File: config.mk
export PLATFORM = sky130hd
export DESIGN_NAME = lcd_id_ctrl
export DESIGN_NICKNAME = d
export VERILOG_FILES = /design/src/rtl/lcd_pkg.sv /design/src/rtl/lcd_id_decode.sv /design/src/rtl/lcd_id_ctrl.sv
export SDC_FILE = /design/constraint.sdc
export NUM_CORES = 1
export LEC_CHECK = 0
export BUFFER_PORTS_ARGS = -buffer_cell sky130_fd_sc_hd__buf_2
export CAP_MARGIN = 20
export CORE_MARGIN = 5
export CORE_UTILIZATION = 51
export CTS_CLUSTER_SIZE = 40
export DETAILED_ROUTE_END_ITERATION = 12
export PLACE_DENSITY = 0.88
export RECOVER_POWER = 25
export SYNTH_ARGS = -nofsm -noshare
export SYNTH_HDL_FRONTEND = slang
export SYNTH_HIERARCHICAL = 1
export SYNTH_SLANG_ARGS = --single-unit
File: constraint.sdc
create_clock -name clk -period 1.9 [get_ports clk]
set_input_delay 0.19 -clock clk [delete_from_list [all_inputs] [get_ports clk]]
set_output_delay 0.19 -clock clk [all_outputs]
set_load 0.01 [all_outputs]
File: src/rtl/lcd_pkg.sv
// Shared types and panel table constants for LCD panel identification.
// Pure declarations: no latency, no flow control.
package lcd_pkg;

  typedef enum logic [1:0] {
    SETTLE = 2'd0,
    SAMPLE = 2'd1,
    DECODE = 2'd2,
    DONE   = 2'd3
  } state_e;

  localparam logic [15:0] ID_4342 = 16'h4342;
  localparam logic [15:0] ID_7084 = 16'h7084;
  localparam logic [15:0] ID_7016 = 16'h7016;
  localparam logic [15:0] ID_4384 = 16'h4384;
  localparam logic [15:0] ID_1018 = 16'h1018;

  typedef struct packed {
    logic [15:0] id;
    logic [10:0] h_disp;
    logic [10:0] v_disp;
    logic [1:0]  clk_sel;
  } panel_cfg_t;

  localparam panel_cfg_t FALLBACK_CFG = '{id: ID_4342, h_disp: 11'd480, v_disp: 11'd272, clk_sel: 2'd0};

endpackage

File: src/rtl/lcd_id_decode.sv
// Maps the 3 debounced ID straps to a panel configuration; combinational, zero latency.
// No flow control: unknown straps or a forced error select the fallback and raise err.
module lcd_id_decode
  import lcd_pkg::*;
(
  input  logic [2:0]  raw,
  input  logic        force_err,
  output panel_cfg_t  cfg,
  output logic        err
);

  always_comb begin
    cfg = FALLBACK_CFG;
    err = 1'b0;
    if (force_err) begin
      err = 1'b1;
    end else begin
      case (raw)
        3'b000:  cfg = '{id: ID_4342, h_disp: 11'd480,  v_disp: 11'd272, clk_sel: 2'd0};
        3'b001:  cfg = '{id: ID_7084, h_disp: 11'd800,  v_disp: 11'd480, clk_sel: 2'd1};
        3'b010:  cfg = '{id: ID_7016, h_disp: 11'd1024, v_disp: 11'd600, clk_sel: 2'd2};
        3'b100:  cfg = '{id: ID_4384, h_disp: 11'd800,  v_disp: 11'd480, clk_sel: 2'd1};
        3'b101:  cfg = '{id: ID_1018, h_disp: 11'd1280, v_disp: 11'd800, clk_sel: 2'd3};
        default: err = 1'b1;
      endcase
    end
  end

endmodule

File: src/rtl/lcd_id_ctrl.sv
// Power-up LCD panel ID sequencer: release bus, settle, debounce straps, decode, return bus.
// id_valid rises SETTLE_CYC+STABLE_CNT+1 cycles after reset release with clean straps; no backpressure.
module lcd_id_ctrl
  import lcd_pkg::*;
#(
  parameter int SETTLE_CYC = 1000,
  parameter int STABLE_CNT = 8,
  parameter int MAX_GLITCH = 15
) (
  input  logic        clk,
  input  logic        rst_n,
  input  logic [15:0] lcd_rgb,
  input  logic        rescan,
  output logic        lcd_rgb_oe,
  output logic        id_valid,
  output logic        id_err,
  output logic [15:0] id_lcd,
  output logic [10:0] h_disp,
  output logic [10:0] v_disp,
  output logic [1:0]  clk_sel
);

  localparam int SET_W = $clog2(SETTLE_CYC + 1);
  localparam int STB_W = $clog2(STABLE_CNT + 1);
  localparam int GL_W  = $clog2(MAX_GLITCH + 1);

  logic [2:0]  sync_meta_q, raw;
  state_e      state_q, state_d;
  logic [SET_W-1:0] settle_q, settle_d;
  logic [STB_W-1:0] stable_q, stable_d;
  logic [GL_W-1:0]  glitch_q, glitch_d;
  logic [2:0]  cand_q, cand_d;
  logic        force_err_q, force_err_d;
  logic        oe_q, oe_d;
  logic        id_valid_q, id_valid_d;
  logic        id_err_q, id_err_d;
  panel_cfg_t  cfg_q, cfg_d;
  panel_cfg_t  dec_cfg;
  logic        dec_err;

  // Straps are asynchronous to clk: two-stage synchronizer, packed as {B7, G7, R7}.
  always_ff @(posedge clk or negedge rst_n) begin
    if (!rst_n) begin
      sync_meta_q <= '0;
      raw         <= '0;
    end else begin
      sync_meta_q <= {lcd_rgb[4], lcd_rgb[10], lcd_rgb[15]};
      raw         <= sync_meta_q;
    end
  end

  // cand_q equals the last accepted sample whenever the stable run completes.
  lcd_id_decode u_decode (
    .raw       (cand_q),
    .force_err (force_err_q),
    .cfg       (dec_cfg),
    .err       (dec_err)
  );

  always_comb begin
    state_d     = state_q;
    settle_d    = settle_q;
    stable_d    = stable_q;
    glitch_d    = glitch_q;
    cand_d      = cand_q;
    force_err_d = force_err_q;
    oe_d        = oe_q;
    id_valid_d  = id_valid_q;
    id_err_d    = id_err_q;
    cfg_d       = cfg_q;
    case (state_q)
      SETTLE: begin
        if (settle_q == SET_W'(SETTLE_CYC - 1)) begin
          state_d  = SAMPLE;
          settle_d = '0;
          stable_d = '0;
        end else begin
          settle_d = settle_q + 1'b1;
        end
      end
      SAMPLE: begin
        if (stable_q == '0) begin
          cand_d   = raw;
          stable_d = STB_W'(1);
        end else if (raw == cand_q) begin
          stable_d = stable_q + 1'b1;
          if (stable_q == STB_W'(STABLE_CNT - 1)) state_d = DECODE;
        end else begin
          cand_d   = raw;
          stable_d = STB_W'(1);
          glitch_d = glitch_q + 1'b1;
          if (glitch_q == GL_W'(MAX_GLITCH - 1)) begin
            state_d     = DECODE;
            force_err_d = 1'b1;
          end
        end
      end
      DECODE: begin
        cfg_d      = dec_cfg;
        id_err_d   = dec_err;
        id_valid_d = 1'b1;
        oe_d       = 1'b1;
        state_d    = DONE;
      end
      DONE: begin
        // Geometry stays as-is so the driver keeps a sane config until the next decode.
        if (rescan) begin
          state_d     = SETTLE;
          id_valid_d  = 1'b0;
          oe_d        = 1'b0;
          id_err_d    = 1'b0;
          settle_d    = '0;
          stable_d    = '0;
          glitch_d    = '0;
          force_err_d = 1'b0;
        end
      end
      default: state_d = SETTLE;
    endcase
  end

  always_ff @(posedge clk or negedge rst_n) begin
    if (!rst_n) begin
      state_q     <= SETTLE;
      settle_q    <= '0;
      stable_q    <= '0;
      glitch_q    <= '0;
      cand_q      <= '0;
      force_err_q <= 1'b0;
      oe_q        <= 1'b0;
      id_valid_q  <= 1'b0;
      id_err_q    <= 1'b0;
      cfg_q       <= '0;
    end else begin
      state_q     <= state_d;
      settle_q    <= settle_d;
      stable_q    <= stable_d;
      glitch_q    <= glitch_d;
      cand_q      <= cand_d;
      force_err_q <= force_err_d;
      oe_q        <= oe_d;
      id_valid_q  <= id_valid_d;
      id_err_q    <= id_err_d;
      cfg_q       <= cfg_d;
    end
  end

  assign lcd_rgb_oe = oe_q;
  assign id_valid   = id_valid_q;
  assign id_err     = id_err_q;
  assign id_lcd     = cfg_q.id;
  assign h_disp     = cfg_q.h_disp;
  assign v_disp     = cfg_q.v_disp;
  assign clk_sel    = cfg_q.clk_sel;

endmodule

==> flow_metrics.env <==
export IMPL_p_leak_nw=1.891
export IMPL_yosysWarnings=6
export IMPL_grt_use_met3=0.04666
export IMPL_worstHoldEndpoint="id_valid"
export IMPL_io_pins=62
export IMPL_wl_um=7067
export IMPL_rsz0062_at_grt="true"
export IMPL_syn_instance_count=300
export IMPL_use_met1=0.2047
export IMPL_finalCritPeriodShare=0.9973
export IMPL_maxCapViolCount=0
export IMPL_seq_area_frac_synth=0.5117
export IMPL_grt_pass1_wl_um=11530
export IMPL_grt_max_degree=73
export IMPL_place_gp_congestion=0.8589
export IMPL_r2r_start="settle_q[1]"
export IMPL_num_rows=30
export IMPL_synth_area_per_cell_um2=11.74
export IMPL_vias=2392
export IMPL_r2r_slack_ns=0.005
export IMPL_ys_ff_latch=72
export IMPL_drive_gt1_frac=0.4160
export IMPL_core_um2=6756
export IMPL_initial_core_util=0.5211
export IMPL_first_pass_iters=4
export IMPL_clkPwrFrac=0.192
export IMPL_clock_skew_ns=0.01207
export IMPL_worst_pin_slew_ns=0.9621
export IMPL_min_period_ns=1.895
export IMPL_numPortBuffers=48
export IMPL_r2r_cells=7
export IMPL_max_stage_delay_ns=0.42
export IMPL_path_cells="ha_4 > nand4b_1 > o31ai_2 > nand2_1 > a211oi_2 > buf_4 > mux2i_1"
export IMPL_synth_most_common_cell="dfrtp_1"
export IMPL_ant_nets=0
export IMPL_netlist_area_um2=3521
export IMPL_grt_overflow_total=0
export IMPL_power_frac_comb=0.458
export IMPL_globalRoute_busiestLayer="met2"
export IMPL_final_core_utilization=0.6148
export IMPL_powerDensity_nw_per_um2=1705
export IMPL_hold_path_class="in2reg"
export IMPL_clk_pin_slew_ns=0.08
export IMPL_grt_pass1_vias=2442
export IMPL_fp_dieH_um=93.09
export IMPL_fillerInstances=509
export IMPL_grt_total_usage=0.1693
export IMPL_timing_rr_end="state_q[0]"
export IMPL_worstHoldStart="rescan"
export IMPL_async_flop_share=1.000
export IMPL_avgRoutedWirePerCell_um=15.95
export IMPL_synthToLayoutAreaGrowth_pct=17.98
export IMPL_status="finished, final reports clean"
export IMPL_synth_edf_count=0
export IMPL_maxSlewHeadroom=0.3586
export IMPL_p_sw_w=0.002649
export IMPL_instances_no_fill=443
export IMPL_critPathMaxFanout=2
export IMPL_final_max_slew_viol_count=0
export IMPL_root_buffer="clkbuf_8"
export IMPL_cts_buffers=9
export IMPL_htreeDepth=3
export IMPL_hold_depth=2
export IMPL_die_area_um2=8666
export IMPL_clkLatencyLatePin_ns=0.35
export IMPL_cp_required_ns=2.17
export IMPL_power_frac_seq=0.350
export IMPL_p_int_w=0.004433
export IMPL_crit_arrival_ns=2.16
export IMPL_clockBufferDepth=2
export IMPL_finalHoldViolCount=0
export IMPL_sw_frac_of_total=0.3741
export IMPL_synth_largest_area_cell="dfrtp_1"
export IMPL_synth_area_leaders="dfrtp_1 51%, mux2_2 14%, buf_4 6.0%, ha_1 3.6%, nand2_1 2.5%"
export IMPL_synth_flop_cell="dfrtp_1"
export IMPL_dpl_cell_count=419
export IMPL_synth_top_area_frac=0.5117
export IMPL_clock_fmax_mhz=527.8
export IMPL_n_antenna_cell=0
export IMPL_cp_slowest_cell="dfrtp_1"
export IMPL_max_vdd_ir_drop_mv=1.054
export IMPL_start_kind="flip-flop"
export IMPL_ys_types=50
export IMPL_cp_end_kind="flip-flop"
export IMPL_drc=0
export IMPL_global_route_usage_met2=0.2813
export IMPL_critical_path_class="reg2reg"
export IMPL_synthTopCellsByCount="72 x dfrtp_1, 44 x mux2_2, 28 x buf_4"
export IMPL_num_nets_final=387
export IMPL_antenna_found_initial=0
export IMPL_cts_tree="done"
export IMPL_die_w_um=93.09
export IMPL_cts_sinks=72
export IMPL_drt_first_iter_violations=148
export IMPL_setup_viol=0
export IMPL_via_per_inst=5.400
export IMPL_dp_hpwl_um=4534
-- registers in the layout, indices dropped and copies added (netlist names), 4 cells and up --
signal    flops
glitch_q      4
h_disp       11
id_lcd       16
settle_q     10
stable_q      4
v_disp       11
-- how the worst max path moves through the flow --
stage,startpoint,end,slack [ns]
2_1_floorplan,state_q[0],glitch_q[2],0.07
3_5_place_dp,cand_q[2],state_q[1],0.01
4_1_cts,state_q[1],glitch_q[2],0.004
6_report,settle_q[1],state_q[0],0.005
3_3_place_gp,stable_q[1],stable_q[3],0.07
5_1_grt,settle_q[0],state_q[0],-0.10
-- through the flow --
stage	setup WS [ns]	total power (W)	TNS (ns)	hold slack (ns)	cell area, um2
finish	0.005224	0.007082	0	0.1183	4154
global route	-0.1009	0.007562	-0.2412	0.1141	4154
CTS	0.004173	0.006939	0	0.1093	4076
detailed placement	0.01026	0.005488	0	0.2462	3796
global placement	0.06768	0.005294	0	0.2362	3796
floorplan	0.07366	0.004543	0	-0.1056	3570
-- power groups by stage --
stage                     registers, W  logic (W)  clock network [W]
after floorplan                0.00262    0.00192                  0
after global placement         0.00243    0.00287                  0
final                          0.00248    0.00324            0.00136
after global routing           0.00256    0.00355            0.00146
after detailed placement       0.00248    0.00301                  0
after CTS                      0.00245    0.00311            0.00138
-- metal layers --
metal | part of all wire | vias up
met4 | 0.015 | 0
li1 | - | 1129
met2 | 0.52 | 58
met1 | 0.42 | 1194
met5 | 0 | -
met3 | 0.043 | 11
-- cells by family (layout without fill, tap and decap cells) --
family | after synthesis | after routing | share of synthesized area
DFF | 72 | 72 | 0.5117
and+or+nand+nor | 71 | 71 | 0.1102
buffers and inverters | 48 | 98 | 0.08600
muxes | 47 | 47 | 0.1493
AOI/OAI and AO/OA | 43 | 43 | 0.08423
adders and majority gates | 10 | 10 | 0.03554
xor gates and xnor gates | 8 | 8 | 0.02203
other | 1 | 14 | 0.001065
-- placed cells by master (no fill, tap or decap), types with 8 or more instances in the layout --
cell type  Yosys  final
dfrtp_1       72     72
buf_2          2     48
mux2_2        44     43
nand2_1       23     23
buf_4         28     19
conb_1         1     14
o21ai_0       13     13
clkbuf_8       0      9
inv_1          9      8
nor2_1         9      8
-- critical path: cells and delay by family, from the launching register on --
| kind | cells | cell delay, ns |
|---|---|---|
| AOI/OAI and AO/OA | 2 | 0.62 |
| muxes | 1 | 0.22 |
| adders and majority gates | 1 | 0.15 |
| and+or+nand+nor | 2 | 0.23 |
| buffers and inverters | 1 | 0.17 |
| DFF | 1 | 0.42 |
-- timing repair --
action                                  in CTS  in global routing
hold buffers                                 4                  0
hold endpoints to repair                    75                  0
endpoints found under the setup margin       4                 13
resized for setup                            5                 13
buffers inserted                             0                  4
pin swaps                                    0                  4
cloned                                       0                  0
-- area by class of cell --
| cell class | instances | area [um2] | area share |
|---|---|---|---|
| clock buffer | 10 | 127.6 | 0.03072 |
| clock inverter | 6 | 90.09 | 0.02169 |
| multi-input combinational | 193 | 1550 | 0.3732 |
| timing repair buffer | 73 | 450.4 | 0.1084 |
| inverter | 9 | 33.78 | 0.008133 |
| sequential | 72 | 1802 | 0.4337 |
| tap | 80 | 100.1 | 0.02410 |
No activity file was read; power rests on OpenSTA's default activity.
